### src/rtl/id_ex_stage_pkg.sv
// Shared widths, encodings and the packed control bundle for the ID/EX stage.
package id_ex_stage_pkg;

  localparam int CTRL_W   = 11;
  localparam int ALU_OP_W = 3;

  // ALU operation codes.
  localparam logic [ALU_OP_W-1:0] ALU_AND = 3'b000;
  localparam logic [ALU_OP_W-1:0] ALU_OR  = 3'b001;
  localparam logic [ALU_OP_W-1:0] ALU_ADD = 3'b010;
  localparam logic [ALU_OP_W-1:0] ALU_XOR = 3'b011;
  localparam logic [ALU_OP_W-1:0] ALU_NOR = 3'b100;
  localparam logic [ALU_OP_W-1:0] ALU_SUB = 3'b110;
  localparam logic [ALU_OP_W-1:0] ALU_SLT = 3'b111;

  // Destination register select.
  localparam logic [1:0] REG_DST_RT  = 2'b00;
  localparam logic [1:0] REG_DST_RD  = 2'b01;
  localparam logic [1:0] REG_DST_R31 = 2'b10;

  // Write-back source select.
  localparam logic [1:0] MEM_TO_REG_ALU = 2'b00;
  localparam logic [1:0] MEM_TO_REG_MEM = 2'b01;
  localparam logic [1:0] MEM_TO_REG_PC4 = 2'b10;

  // Decoded control carried from ID into EX (CTRL_W bits wide).
  typedef struct packed {
    logic                alu_src;
    logic [ALU_OP_W-1:0] alu_op;
    logic [1:0]          reg_dst;
    logic                mem_write;
    logic                mem_read;
    logic [1:0]          mem_to_reg;
    logic                reg_write;
  } ctrl_t;

endpackage

### src/rtl/id_ex_stage_pipe_reg.sv
// Generic pipeline register: synchronous reset, clear-to-zero and load enable.
// Priority on each edge: rst > clr > en.
module id_ex_stage_pipe_reg #(
  parameter int WIDTH = 8
) (
  input  logic             clk,
  input  logic             rst,
  input  logic             en,
  input  logic             clr,
  input  logic [WIDTH-1:0] d,
  output logic [WIDTH-1:0] q
);

  // Register with reset/clear/load priority; holds when nothing is asserted.
  always_ff @(posedge clk) begin
    // NOTE: non-blocking assignments keep every flop sampling pre-edge values, so
    // chained registers behave as a pipeline instead of racing through in one step.
    if (rst)      q <= '0;
    else if (clr) q <= '0;
    else if (en)  q <= d;
  end

endmodule

### src/rtl/id_ex_stage.sv
// ID/EX pipeline register. Control (with valid) and data travel in separate
// registers so a flush can zero control while the data fields keep their value.
module id_ex_stage
  import id_ex_stage_pkg::*;
#(
  parameter int DATA_W     = 32,
  parameter int REG_ADDR_W = 5
) (
  input  logic                  clk,
  input  logic                  rst,
  input  logic                  stall,
  input  logic                  flush,
  input  logic                  valid_in,
  input  logic                  alu_src_in,
  input  logic [ALU_OP_W-1:0]   alu_op_in,
  input  logic [1:0]            reg_dst_in,
  input  logic                  mem_write_in,
  input  logic                  mem_read_in,
  input  logic [1:0]            mem_to_reg_in,
  input  logic                  reg_write_in,
  input  logic [DATA_W-1:0]     pc_plus4_in,
  input  logic [DATA_W-1:0]     rd1_in,
  input  logic [DATA_W-1:0]     rd2_in,
  input  logic [DATA_W-1:0]     imm_in,
  input  logic [REG_ADDR_W-1:0] rs_in,
  input  logic [REG_ADDR_W-1:0] rt_in,
  input  logic [REG_ADDR_W-1:0] rd_in,
  output logic                  valid,
  output logic                  alu_src,
  output logic [ALU_OP_W-1:0]   alu_op,
  output logic [1:0]            reg_dst,
  output logic                  mem_write,
  output logic                  mem_read,
  output logic [1:0]            mem_to_reg,
  output logic                  reg_write,
  output logic [DATA_W-1:0]     pc_plus4,
  output logic [DATA_W-1:0]     rd1,
  output logic [DATA_W-1:0]     rd2,
  output logic [DATA_W-1:0]     imm,
  output logic [REG_ADDR_W-1:0] rs,
  output logic [REG_ADDR_W-1:0] rt,
  output logic [REG_ADDR_W-1:0] rd,
  output logic [15:0]           bubble_cnt
);

  localparam int DATA_BUS_W = 4 * DATA_W + 3 * REG_ADDR_W;

  ctrl_t                 ctrl_d;
  ctrl_t                 ctrl_q;
  logic [CTRL_W:0]       ctrl_vq;
  logic [DATA_BUS_W-1:0] data_q;

  // Gate control with valid_in so an empty ID slot can never cause a write.
  always_comb begin
    // NOTE: assigning a default first guarantees every path drives ctrl_d,
    // which is what keeps this combinational block from inferring a latch.
    ctrl_d = '0;
    if (valid_in) begin
      ctrl_d.alu_src    = alu_src_in;
      ctrl_d.alu_op     = alu_op_in;
      ctrl_d.reg_dst    = reg_dst_in;
      ctrl_d.mem_write  = mem_write_in;
      ctrl_d.mem_read   = mem_read_in;
      ctrl_d.mem_to_reg = mem_to_reg_in;
      ctrl_d.reg_write  = reg_write_in;
    end
  end

  // Control and valid: flush zeroes them (bubble), stall holds them.
  id_ex_stage_pipe_reg #(.WIDTH(CTRL_W + 1)) u_ctrl_reg (
    .clk (clk),
    .rst (rst),
    .en  (~stall),
    .clr (flush),
    .d   ({valid_in, ctrl_d}),
    .q   (ctrl_vq)
  );

  // Data fields: hold through both stall and flush; only reset clears them.
  id_ex_stage_pipe_reg #(.WIDTH(DATA_BUS_W)) u_data_reg (
    .clk (clk),
    .rst (rst),
    .en  (~stall & ~flush),
    .clr (1'b0),
    .d   ({pc_plus4_in, rd1_in, rd2_in, imm_in, rs_in, rt_in, rd_in}),
    .q   (data_q)
  );

  assign valid  = ctrl_vq[CTRL_W];
  assign ctrl_q = ctrl_t'(ctrl_vq[CTRL_W-1:0]);

  assign alu_src    = ctrl_q.alu_src;
  assign alu_op     = ctrl_q.alu_op;
  assign reg_dst    = ctrl_q.reg_dst;
  assign mem_write  = ctrl_q.mem_write;
  assign mem_read   = ctrl_q.mem_read;
  assign mem_to_reg = ctrl_q.mem_to_reg;
  assign reg_write  = ctrl_q.reg_write;

  assign {pc_plus4, rd1, rd2, imm, rs, rt, rd} = data_q;

  // Saturating count of bubbles inserted by flush; stall alone never counts.
  always_ff @(posedge clk) begin
    if (rst)                                   bubble_cnt <= '0;
    else if (flush && bubble_cnt != 16'hFFFF)  bubble_cnt <= bubble_cnt + 16'd1;
  end

endmodule

### config.mk
export PLATFORM = sky130hd
export DESIGN_NAME = id_ex_stage
export DESIGN_NICKNAME = d
export VERILOG_FILES = /design/src/rtl/id_ex_stage_pkg.sv /design/src/rtl/id_ex_stage_pipe_reg.sv /design/src/rtl/id_ex_stage.sv
export SDC_FILE = /design/constraint.sdc
export NUM_CORES = 1
export LEC_CHECK = 0
export ABC_AREA = 1
export ABC_CLOCK_PERIOD_IN_PS = 1800
export CORE_MARGIN = 5
export CORE_UTILIZATION = 39
export CTS_CLUSTER_DIAMETER = 30
export DETAILED_ROUTE_END_ITERATION = 8
export GPL_ROUTABILITY_DRIVEN = 1
export MAX_ROUTING_LAYER = met4
export PLACE_DENSITY = 0.8
export SETUP_SLACK_MARGIN = 0.02
export SYNTH_ARGS = -nofsm -noshare
export SYNTH_HDL_FRONTEND = slang
export SYNTH_SLANG_ARGS = --single-unit
### constraint.sdc
create_clock -name clk -period 1.8 [get_ports clk]
set_clock_uncertainty 0.1 [all_clocks]
set_input_delay 0.45 -clock clk [delete_from_list [all_inputs] [get_ports clk]]
set_output_delay 0.45 -clock clk [all_outputs]
set_load 0.01 [all_outputs]
==> results of run 1 <==
[kinds of logic (layout without fill, tap and decap cells)]
logic type	after synthesis	after routing	share of synthesized area, %
compound gates	165	165	13.30
fa+ha+maj	1	1	0.2009
buf+inv	65	401	4.441
flops	171	171	54.97
simple gates	423	423	27.08
[stage by stage]
| stage | cells | hold slack, ns |
|---|---|---|
| 2_1_floorplan | 825 | 0.3858 |
| 3_3_place_gp | 1345 | 0.3484 |
| 3_5_place_dp | 1345 | 0.3535 |
| 4_1_cts | 1377 | 0.3611 |
| 5_1_grt | 1377 | 0.3778 |
| 6_report | 1377 | 0.3604 |
[how the worst min path moves through the flow]
stage	from	to	cells after the start
floorplan	u_ctrl_reg.q[0]	u_ctrl_reg.q[0]	2
global placement	u_ctrl_reg.q[9]	u_ctrl_reg.q[9]	2
detailed placement	u_ctrl_reg.q[5]	u_ctrl_reg.q[5]	2
CTS	u_ctrl_reg.q[5]	u_ctrl_reg.q[5]	2
global route	u_ctrl_reg.q[5]	u_ctrl_reg.q[5]	2
finish	u_ctrl_reg.q[8]	u_ctrl_reg.q[8]	2
[area by class of cell]
class | count | area [um2]
fillers | 1411 | 5552
multi-input cells | 589 | 2527
flip-flops and latches | 171 | 3430
clock buffers | 18 | 429.2
repair buffers | 355 | 3374
clock inverters | 14 | 131.4
inverters | 14 | 56.30
well taps | 216 | 270.3
[cells in the mapped netlist, drive strengths merged]
cell type,number,area [um2]
o21bai,1,7.510
nor3,1,5.000
nand3,13,65.06
a21oi,19,95.09
nand2,69,271.5
clkbuf,27,101.4
o21ai,145,725.7
buf,24,122.6
clkinv,2,7.510
nor2,337,1326
nand4,3,18.77
inv,12,45.04
ha,1,12.51
dfxtp,171,3423
[flip-flops by register name, indices dropped and copies added, names as in the netlist]
name          flops
u_data_reg.q    143
bubble_cnt       16
u_ctrl_reg.q     12
[power breakdown]
group | internal, mW | switching (mW) | leakage, nW
registers | 4.00 | 0.0976 | 1.41
logic | 0.675 | 0.589 | 3.22
clock network | 1.83 | 1.71 | 0.271
total | 6.51 | 2.39 | 4.90
[repair_timing]
action | 4_1_cts | 5_1_grt
resized for setup | 176 | 0
endpoints found under the setup margin | 171 | 0
hold buffers | 0 | 0
[layer usage]
layer / global-route usage (%) / vias to the layer above
met4: 8.679 / 0
met1: 24.87 / 2970
met2: 36.27 / 260
met5: - / -
met3: 8.919 / 40
li1: - / 3272
==> results.sh, run 1 <==
export IMPL_timing_critical_path_from="bubble_cnt[9]"
export IMPL_track_usage_pct=22.42
export IMPL_worstMarginPinSlew_ns=0.2910
export IMPL_finalMaxSlewViolations=0
export IMPL_cp_slowest_cell="dfxtp_1"
export IMPL_grt_pass1_wl_mm=31.95
export IMPL_period_share_pct=94.56
export IMPL_synth_area_um2=6227
export IMPL_dpl_instance_area_um2=9866
export IMPL_crit_required_ns=1.25
export IMPL_final_area_um2=10220
export IMPL_r2r_end="bubble_cnt[9]"
export IMPL_path_buf_inv=1
export IMPL_cap_violations=0
export IMPL_cp_start_kind="flip-flop"
export IMPL_clockBufferDepth=2
export IMPL_ys_seq_area_share_pct=54.97
export IMPL_met1_length_mm=8.542
export IMPL_place_congestion=0.8445
export IMPL_syn_avg_cell_area_um2=7.548
export IMPL_post_route_util_pct=64.80
export IMPL_worst_slack_ns=0.09796
export IMPL_cts_max_level=4
export IMPL_peakVddDrop_mv=0.6222
export IMPL_worstSetupPathType="flip-flop to output port"
export IMPL_post_route_min_period_ns=1.702
export IMPL_endpoint="bubble_cnt[9]"
export IMPL_cp_max_fo=6
export IMPL_gr_total_overflow=0
export IMPL_routed_via_density=4.751
export IMPL_yosys_warnings=0
export IMPL_dp_slack_ns=-0.1123
export IMPL_syn_inst=825
export IMPL_syn2layout_area_growth_pct=64.10
export IMPL_dp_hpwl_mm=15.45
export IMPL_num_rows=46
export IMPL_antenna_found_initial=0
export IMPL_cts_root_buf="clkbuf_16"
export IMPL_dr_wl_met2_mm=10.11
export IMPL_clk_latency_ns=0.43
export IMPL_final_hold_viol_count=0
export IMPL_p_leak_nw=4.896
export IMPL_drtPass1Iterations=4
export IMPL_status="completed"
export IMPL_grt_pass1_vias=6273
export IMPL_ys_ff_latch=171
export IMPL_antenna_cells=0
export IMPL_max_stage_delay_ns=0.43
export IMPL_powerDensity_nw_per_um2=871.1
export IMPL_synth_cell_type_count=21
export IMPL_critical_path_depth=1
export IMPL_finalNetCount=1308
export IMPL_initial_core_util_pct=39.49
export IMPL_post_cts_buffers=0
export IMPL_top_layer="met4"
export IMPL_route_detailed_drc=0
export IMPL_final_setup_tns_ns=0
export IMPL_die_height_um=136.4
export IMPL_setup_violations=0
export IMPL_wl_met3_mm=2.020
export IMPL_clock_sinks=171
export IMPL_power_mw=8.901
export IMPL_holdCritPathClass="flip-flop to flip-flop"
export IMPL_routed_wl_mm=21.23
export IMPL_final_common_cell="nor2_1"
export IMPL_worstPathCellList="dlygate4sd2_1"
export IMPL_cts_buffers=17
export IMPL_cp_end_kind="output port"
export IMPL_grt_start_max_net_pins=68
export IMPL_layout_common_cells="326 x nor2_1, 171 x dlygate4sd2_1, 166 x dfxtp_1"
export IMPL_boundaryPins=330
export IMPL_drive_above_1_share_pct=6.718
export IMPL_fmax_mhz=587.5
export IMPL_r2r_start="bubble_cnt[0]"
export IMPL_clk_pin_slew_ns=0.07
export IMPL_timing_reg2reg_setup_slack_ns=0.20
export IMPL_rsz0062_at_grt="false"
export IMPL_die_w_um=136.4
export IMPL_wire_per_inst_um=15.42
export IMPL_crit_family="flip-flops"
export IMPL_relSlewSlack_pct=80.54
export IMPL_first_iter_violations=330
export IMPL_core_area_um2=15770
export IMPL_syn_nets=985
export IMPL_dieArea_um2=18590
export IMPL_cts_tree="yes"
export IMPL_antenna_left=0
export IMPL_r2r_cells=6
export IMPL_portBuffers=329
export IMPL_critPathArrivalTime_ns=1.15
export IMPL_dr_total_vias=6542
Power figures use the tool's default switching activity.
==> run 2, diff against run 1 <==
--- a/config.mk
+++ b/config.mk
@@ -6,7 +6,6 @@
 export NUM_CORES = 1
 export LEC_CHECK = 0
 export ABC_AREA = 1
-export ABC_CLOCK_PERIOD_IN_PS = 1800
 export CORE_MARGIN = 5
 export CORE_UTILIZATION = 39
 export CTS_CLUSTER_DIAMETER = 30
==> results of run 2 <==
The final DEF is identical to that of run 1; final timing and power are the same.
